<file path="config.mk">
export PLATFORM = sky130hd
export DESIGN_NAME = uart_send
export DESIGN_NICKNAME = d
export VERILOG_FILES = /design/src/rtl/uart_pkg.sv /design/src/rtl/uart_tx_fifo.sv /design/src/rtl/uart_send.sv
export SDC_FILE = /design/constraint.sdc
export NUM_CORES = 1
export LEC_CHECK = 0
export ABC_AREA = 0
export CAP_MARGIN = 10
export CORE_MARGIN = 1.5
export CORE_UTILIZATION = 40
export DETAILED_ROUTE_END_ITERATION = 10
export GPL_TIMING_DRIVEN = 0
export PLACE_DENSITY_LB_ADDON = 0.2
export SKIP_LAST_GASP = 1
export SLEW_MARGIN = 15
export SYNTH_ARGS = -nofsm -noshare
export SYNTH_HDL_FRONTEND = slang
export SYNTH_HIERARCHICAL = 1
export SYNTH_SLANG_ARGS = --single-unit
export TNS_END_PERCENT = 50
</file>
<file path="constraint.sdc">
create_clock -name clk -period 3.31 [get_ports clk]
set_clock_uncertainty 0.2 [all_clocks]
set_input_delay 0.331 -clock clk [delete_from_list [all_inputs] [get_ports clk]]
set_output_delay 0.331 -clock clk [all_outputs]
set_load 0.01 [all_outputs]
</file>
<file path="src/rtl/uart_pkg.sv">
// Shared UART definitions: transmit/receive FSM state encoding and 8N1 framing constants.
package uart_pkg;

    typedef enum logic [1:0] {
        IDLE  = 2'd0,
        START = 2'd1,
        DATA  = 2'd2,
        STOP  = 2'd3
    } uart_state_e;

    localparam logic START_BIT = 1'b0;
    localparam logic STOP_BIT  = 1'b1;
    localparam int   DATA_BITS = 8;

endpackage

</file>
<file path="src/rtl/uart_tx_fifo.sv">
// Transmit byte FIFO: power-of-two depth, wrapping pointers, occupancy counter, combinational head read.
module uart_tx_fifo #(
    parameter int DEPTH  = 4,
    parameter int DATA_W = 8
) (
    input  logic                     clk,
    input  logic                     rst,
    input  logic                     push,
    input  logic                     pop,
    input  logic [DATA_W-1:0]        din,
    output logic [DATA_W-1:0]        dout,
    output logic                     full,
    output logic                     empty,
    output logic [$clog2(DEPTH):0]   count
);

    localparam int PTR_W = $clog2(DEPTH);
    localparam int OCC_W = PTR_W + 1;

    logic [DATA_W-1:0] mem [DEPTH];
    logic [PTR_W-1:0]  wr_ptr;
    logic [PTR_W-1:0]  rd_ptr;
    logic              do_push;
    logic              do_pop;

    assign full    = (count == OCC_W'(DEPTH));
    assign empty   = (count == '0);
    assign do_push = push && !full;
    assign do_pop  = pop && !empty;
    assign dout    = mem[rd_ptr];

    always_ff @(posedge clk) begin
        if (do_push) begin
            mem[wr_ptr] <= din;
        end
    end

    // Pointers wrap naturally because DEPTH is a power of two.
    always_ff @(posedge clk or negedge rst) begin
        if (!rst) begin
            wr_ptr <= '0;
            rd_ptr <= '0;
            count  <= '0;
        end else begin
            if (do_push) begin
                wr_ptr <= wr_ptr + PTR_W'(1);
            end
            if (do_pop) begin
                rd_ptr <= rd_ptr + PTR_W'(1);
            end
            case ({do_push, do_pop})
                2'b10:   count <= count + OCC_W'(1);
                2'b01:   count <= count - OCC_W'(1);
                default: count <= count;
            endcase
        end
    end

endmodule

</file>
<file path="src/rtl/uart_send.sv">
// UART 8N1 transmitter: byte FIFO in front of a start/data/stop framing FSM with a registered serial output.
module uart_send
    import uart_pkg::*;
#(
    parameter int CLK_FREQ = 100_000_000,
    parameter int BAUD     = 9600,
    parameter int DEPTH    = 4
) (
    input  logic       clk,
    input  logic       rst,
    input  logic       valid,
    input  logic [7:0] data,
    output logic       ready,
    output logic       busy,
    output logic       dout
);

    localparam int BIT_CYC = CLK_FREQ / BAUD;
    localparam int CNT_W   = (BIT_CYC > 1) ? $clog2(BIT_CYC) : 1;
    localparam int OCC_W   = $clog2(DEPTH) + 1;

    uart_state_e          state;
    uart_state_e          state_nxt;
    logic [CNT_W-1:0]     baud_cnt;
    logic [2:0]           bit_idx;
    logic [DATA_BITS-1:0] shift_reg;
    logic [DATA_BITS-1:0] fifo_dout;
    logic [OCC_W-1:0]     fifo_count;
    logic                 fifo_full;
    logic                 fifo_empty;
    logic                 baud_done;
    logic                 load;
    logic                 shift_en;
    logic                 dout_nxt;

    uart_tx_fifo #(
        .DEPTH  (DEPTH),
        .DATA_W (DATA_BITS)
    ) u_fifo (
        .clk   (clk),
        .rst   (rst),
        .push  (valid),
        .pop   (load),
        .din   (data),
        .dout  (fifo_dout),
        .full  (fifo_full),
        .empty (fifo_empty),
        .count (fifo_count)
    );

    assign ready     = !fifo_full;
    assign busy      = (state != IDLE) || (fifo_count != '0);
    assign baud_done = (baud_cnt == CNT_W'(BIT_CYC - 1));

    always_ff @(posedge clk or negedge rst) begin
        if (!rst) begin
            state <= IDLE;
        end else begin
            state <= state_nxt;
        end
    end

    // load pops the FIFO head and starts a frame; shift_en presents the next data bit.
    always_comb begin
        state_nxt = state;
        load      = 1'b0;
        shift_en  = 1'b0;
        dout_nxt  = dout;
        case (state)
            IDLE: begin
                if (!fifo_empty) begin
                    state_nxt = START;
                    load      = 1'b1;
                    dout_nxt  = START_BIT;
                end
            end
            START: begin
                if (baud_done) begin
                    state_nxt = DATA;
                    shift_en  = 1'b1;
                    dout_nxt  = shift_reg[0];
                end
            end
            DATA: begin
                if (baud_done) begin
                    if (bit_idx == 3'(DATA_BITS - 1)) begin
                        state_nxt = STOP;
                        dout_nxt  = STOP_BIT;
                    end else begin
                        shift_en  = 1'b1;
                        dout_nxt  = shift_reg[0];
                    end
                end
            end
            STOP: begin
                if (baud_done) begin
                    if (!fifo_empty) begin
                        state_nxt = START;
                        load      = 1'b1;
                        dout_nxt  = START_BIT;
                    end else begin
                        state_nxt = IDLE;
                    end
                end
            end
            default: state_nxt = IDLE;
        endcase
    end

    always_ff @(posedge clk or negedge rst) begin
        if (!rst) begin
            dout     <= STOP_BIT;
            baud_cnt <= '0;
            bit_idx  <= '0;
        end else begin
            dout <= dout_nxt;
            if (state == IDLE || baud_done) begin
                baud_cnt <= '0;
            end else begin
                baud_cnt <= baud_cnt + CNT_W'(1);
            end
            if (state != DATA) begin
                bit_idx <= '0;
            end else if (baud_done) begin
                bit_idx <= bit_idx + 3'd1;
            end
        end
    end

    // The frame works from its own copy, so later changes on data cannot disturb it.
    always_ff @(posedge clk) begin
        if (load) begin
            shift_reg <= fifo_dout;
        end else if (shift_en) begin
            shift_reg <= {1'b0, shift_reg[DATA_BITS-1:1]};
        end
    end

endmodule

</file>
Yosys cells after proc, flatten, opt, wreduce, memory -nomap -nowiden
Memory sizes are Yosys's and may differ from the RTL's.
Cells that the tools add are included.

word-level totals
  register bits after elaboration = 35
  latch bits = 0
  bits in writable memories = 32
  ROM bits = 0
  bits of input ports = 11
  logic and storage cells = 72
  memories kept = 1

memory list
  name        depth  width  rd ports  clocked after memory_dff  write ports  line                text
  u_fifo.mem  4      8      1         0                         1            uart_tx_fifo.sv:20  logic [DATA_W-1:0] mem [DEPTH];

operators by class
  add/sub/neg operators = 6
  $mul = 0
  div/mod/pow operators = 0
  magnitude comparators = 0
  equality and inequality tests = 14
  shifts and indexed selects = 0
  multiplexer cells = 28
  bitwise operators = 0
  reductions and logical operators = 15

operators with widths
  operator                 count
  $mux W8                  2
  $add A14 B1 Y14 const B  1
  $eq A14 B14 Y1 const B   1
  $mux W14                 1
  $mux W1                  13
  $ne A2 B2 Y1 const B     6
  $mux W2                  5
  $pmux W2 S4              1
  $reduce_bool A2 Y1       4
  $add A3 B1 Y3 const B    2
  $eq A2 B2 Y1 const B     3
  $eq A3 B3 Y1 const B     2
  $mux W3                  2
  $pmux W3 S2              1
  $reduce_and A5 Y1        1
  $add A2 B1 Y2 const B    2
  $eq A2 B1 Y1 const B     2
  $pmux W1 S2              2
  $pmux W1 S4              1
  $logic_not A3 Y1         1
  $reduce_and A3 Y1        1
  $reduce_bool A3 Y1       1
  $sub A3 B1 Y3 const B    1
  $logic_and A1 B1 Y1      2
  3 further kinds          5

Depth between registers and ports, before layout
  word-level depth = 7
  depth in mapped cells = 12
  depth with buffers taken out = 12

Modules after synthesis
The synthesis kept the hierarchy.

by module, submodules not included
  module        times used  cells an instance  area an instance (um2)  seq. area each (um2)
  uart_tx_fifo  1           80                 1584.0                  1136.1
  uart_send     1           130                1524.0                  742.0

Least setup slack after synthesis
No wires, ideal clock.

  path type = register to register
  start point = register baud_cnt[10]
  end point = register u_fifo.count[2]
  library setup time = 79 ps
  arrival time = 2624 ps
  slack = 407 ps
  cell stages (with the launch flop) = 12
  buffers on the path = 0
  clock period less this slack = 2903 ps
  path through = dfrtp_1 > or4b_4 > nor4_4 > a21oi_2 > inv_1 > o31a_2 > ha_1 > inv_1 > fa_1 > xor2_1 > nor2_1 > xor2_1

on the way
  cells in the longest elaborated chain, start to end = 6
  elaborated cells on any way between the ends = 8

ends and longest elaborated chain
  what                                               line                text
  from (decl)                                        uart_send.sv:24     logic [CNT_W-1:0] baud_cnt;
  from (signal assigned)                             uart_send.sv:120    baud_cnt <= baud_cnt + CNT_W'(1);
  $eq A14 B14 Y1 *                                   uart_send.sv:53     assign baud_done = (baud_cnt == CNT_W'(BIT_CYC - 1));
  $mux W1 *                                          uart_send.sv:96     if (baud_done) begin
  $pmux W1 S2 *                                      uart_send.sv:69     case (state)
  named net load                                     uart_send.sv:32     logic load;
  $logic_and A1 B1 Y1 *                              uart_tx_fifo.sv:29  assign do_pop = pop && !empty;
  named net u_fifo.do_pop                            uart_tx_fifo.sv:24  logic do_pop;
  $eq A2 B1 Y1 or $eq A2 B2 Y1 (tied branches)       uart_tx_fifo.sv:51  case ({do_push, do_pop})
  $pmux W3 S2 or $reduce_bool A2 Y1 (tied branches)  --
  to (signal assigned)                               uart_tx_fifo.sv:52  2'b10: count <= count + OCC_W'(1);
  to (signal assigned)                               uart_tx_fifo.sv:53  2'b01: count <= count - OCC_W'(1);
  to (signal assigned)                               uart_tx_fifo.sv:54  default: count <= count;
  to (decl)                                          uart_tx_fifo.sv:14  output logic [$clog2(DEPTH):0] count

Mark *: on every way through the listed nets, which the timed path passes. The rest lies on a longest branch.
A chain may end at the register's enable or synchronous reset.

Final worst setup path
Ends and elaborated chain as after synthesis.

==> results.cfg <==
[cells_and_area]
multi_input_area_um2 = 1140
fin_nets = 261
stdcell_count = 340
num_antenna_cells = 0
final_util = 0.486
seqCellArea_um2 = 1880
largest_register_ffs = 32
syn_to_final_growth_pct = 15.3
final.fill_count = 667
drive_gt1_frac = 0.253

[die]
io_pins = 14
fp.dieW_um = 91.1
die_h_um = 91.1
die_area_um2 = 8310
rows = 31
start_util = 0.422
coreArea_um2 = 7370

[clock_tree]
cts_tree = yes
clock-sinks = 67
h-tree-depth = 3
cts.root.buffer_cell = clkbuf_8
cts.clk_slew.worst_paths_ns = 0.08
clk_latency_ns = 0.34
numCtsBuffers = 9
cts.path.max_buffers = 2

[sta]
maxSlewViolCount = 0
fmax_mhz = 320
tns_ns = 0
timing.final.crit_share = 0.943
period_minus_slack_ns = 3.12
rsz0062_at_grt = no
worst_pin_slew_ns = 0.787
hold_viol = 0
slew_headroom = 0.472
setup_viol = 0

[critical_path]
path_cells = or4b_4 > nor4_4 > buf_4 > a21oi_4 > inv_1 > o31a_2 > ha_1 > inv_1 > fa_1 > xor2_1 > nor2_1 > xor2_1
worstPathArrival_ns = 3.19
end_kind = flop
slowest_stage = or4b_4
reg2reg_slack_ns = 0.19
cp_num_buf_inv = 3
worstSetupPathDepth = 12
cp.required_ns = 3.38
regToRegStartpoint = baud_cnt[10]
r2r_cells = 12
cp_top_family = simple AND/OR/NAND/NOR gates
cp_max_fo = 10
path_class = reg -> reg
cpPeakStageDelay_ns = 0.58
worstReg2RegEnd = u_fifo/count[2]
critPathLaunchType = flop

[logic_synthesis]
ys_types = 48
syn_nets = 235
synth_area_leader_cell = edfxtp_1
synth-seq-cells = 67
synthCells = 210
avgSynthCellArea_um2 = 14.8
syn-cell-area_um2 = 3110
synth_common_cells = edfxtp_1 (40), dfrtp_1 (26), inv_1 (14), ha_1 (13), xor2_1 (13)
synth_most_common_cell = edfxtp_1
synth_area_leaders = edfxtp_1 (39%), dfrtp_1 (21%), mux4_2 (5.8%), ha_1 (5.2%), xor2_1 (3.7%)
synth_edf_count = 40
yosys_warnings = 6
synth_top_area_frac = 0.386
ys.flop_type = edfxtp_1
ys_seq_area_frac = 0.604
ys_async_sr_fraction = 0.403

[route]
wirelength_um = 5000
drt_pre_antenna_iters = 4
detail_route.vias_per_cell = 4.98
route.vias.total = 1694
wl_per_cell_um = 14.7
drcViolationCount = 0
ant_nets = 0
drt-initial-drc-count = 96

[place]
hpwlAfterDp_um = 3300
gp_congestion = 0.708
port_buffers = 13
dp.cells = 322

[worst_hold_path]
hp-class = reg -> reg
hold_depth = 1
hold-path-endpoint = baud_cnt[0]
min-delay-start = baud_cnt[0]

[global_route]
grt_overflow = 0
grt_pass1_wl_um = 8490
grt_pass1_vias = 1667
grt_max_degree = 28
antenna_found_initial = 0
track_usage = 0.136

[power_and_ir_drop]
p_leak_nw = 1.42
power_density_nw_per_um2 = 559
p_total_mw = 2.00
ir_worst_vdd_uv = 320

[outcome]
status = finished clean

[job]
cap_violations = 0
worst max path at each step:
stage,slack [ns],endpoint,start
after global routing,0.06,u_fifo/count[2],baud_cnt[10]
after CTS,0.11,shift_reg[0],baud_cnt[10]
after global placement,0.15,shift_reg[7],baud_cnt[10]
after floorplan,0.41,u_fifo/count[2],baud_cnt[10]
final,0.19,u_fifo/count[2],baud_cnt[10]
after detailed placement,0.12,shift_reg[7],baud_cnt[10]
layout by cell type, fill, tap and decap left out, types with 2 or more instances in the layout:
| cell | n |
|---|---|
| dfrtp_1 | 26 |
| nor2_2 | 7 |
| inv_1 | 14 |
| clkinvlp_4 | 2 |
| inv_6 | 2 |
| nand2_1 | 5 |
| nand2b_1 | 2 |
| clkbuf_8 | 9 |
| nand4_1 | 4 |
| nor2_1 | 12 |
| buf_2 | 2 |
| ha_1 | 13 |
| a21oi_1 | 3 |
| mux4_2 | 8 |
| nand3_1 | 4 |
| edfxtp_1 | 40 |
| o21ai_0 | 3 |
| mux2_2 | 8 |
| and4_1 | 3 |
| xor2_1 | 13 |
| mux2i_1 | 3 |
| clkdlybuf4s50_1 | 12 |
| and3_2 | 4 |
| nor3_1 | 2 |
| nor2b_1 | 3 |
| xnor2_1 | 5 |
layout make-up:
| cell class | instances | area share |
|---|---|---|
| sequential | 67 | 0.524 |
| multi-input combinational | 125 | 0.320 |
| timing repair buffer | 15 | 0.0398 |
| clock buffer | 9 | 0.0346 |
| tap | 99 | 0.0346 |
| clock inverter | 7 | 0.0213 |
| inverter | 14 | 0.0147 |
| buffer | 4 | 0.0112 |
cells by family after synthesis:
kind of cell	share of synthesized area
AOI/OAI and AO/OA	0.0274
xor gates and xnor gates	0.0507
adders and majority gates	0.0588
buffers and inverters	0.0298
DFF	0.604
muxes	0.101
and+or+nand+nor	0.128
per-layer routing:
layer	wire length, um	GRT usage	part of all wire	up-vias
met5	0	0	0	-
met4	119	0.0781	0.024	0
met3	215	0.0377	0.043	11
met2	2090	0.179	0.42	32
met1	2580	0.200	0.52	834
li1	-	-	-	817
worst reg2reg max path: stages, from the launching register on:
cell and delay (ns):
dfrtp_1 0.43, or4b_4 0.58, nor4_4 0.27, buf_4 0.18, a21oi_4 0.11, inv_1 0.08, o31a_2 0.18, ha_1 0.18
inv_1 0.06, fa_1 0.37, xor2_1 0.15, nor2_1 0.11, xor2_1 0.14
per-stage QoR:
stage                     hold WS [ns]  setup slack [ns]  instance area (um^2)
final                            0.284             0.190                  3580
after global routing             0.326            0.0617                  3580
after CTS                        0.289             0.109                  3570
after detailed placement         0.188             0.118                  3360
after global placement           0.278             0.152                  3360
after floorplan                 -0.165             0.407                  3110
power by group:
group | total, mW | internal [mW] | switching [mW]
Sequential | 1.06 | 1.01 | 0.0522
Clock | 0.679 | 0.352 | 0.327
Combinational | 0.266 | 0.124 | 0.141
what timing repair did:
action | CTS | global route
resized for setup | 0 | 1
hold endpoints to repair | 26 | 0
endpoints found under the setup margin | 0 | 1
hold buffers | 1 | 0
buffers inserted | 0 | 1
(Power assumes the default switching activity.)
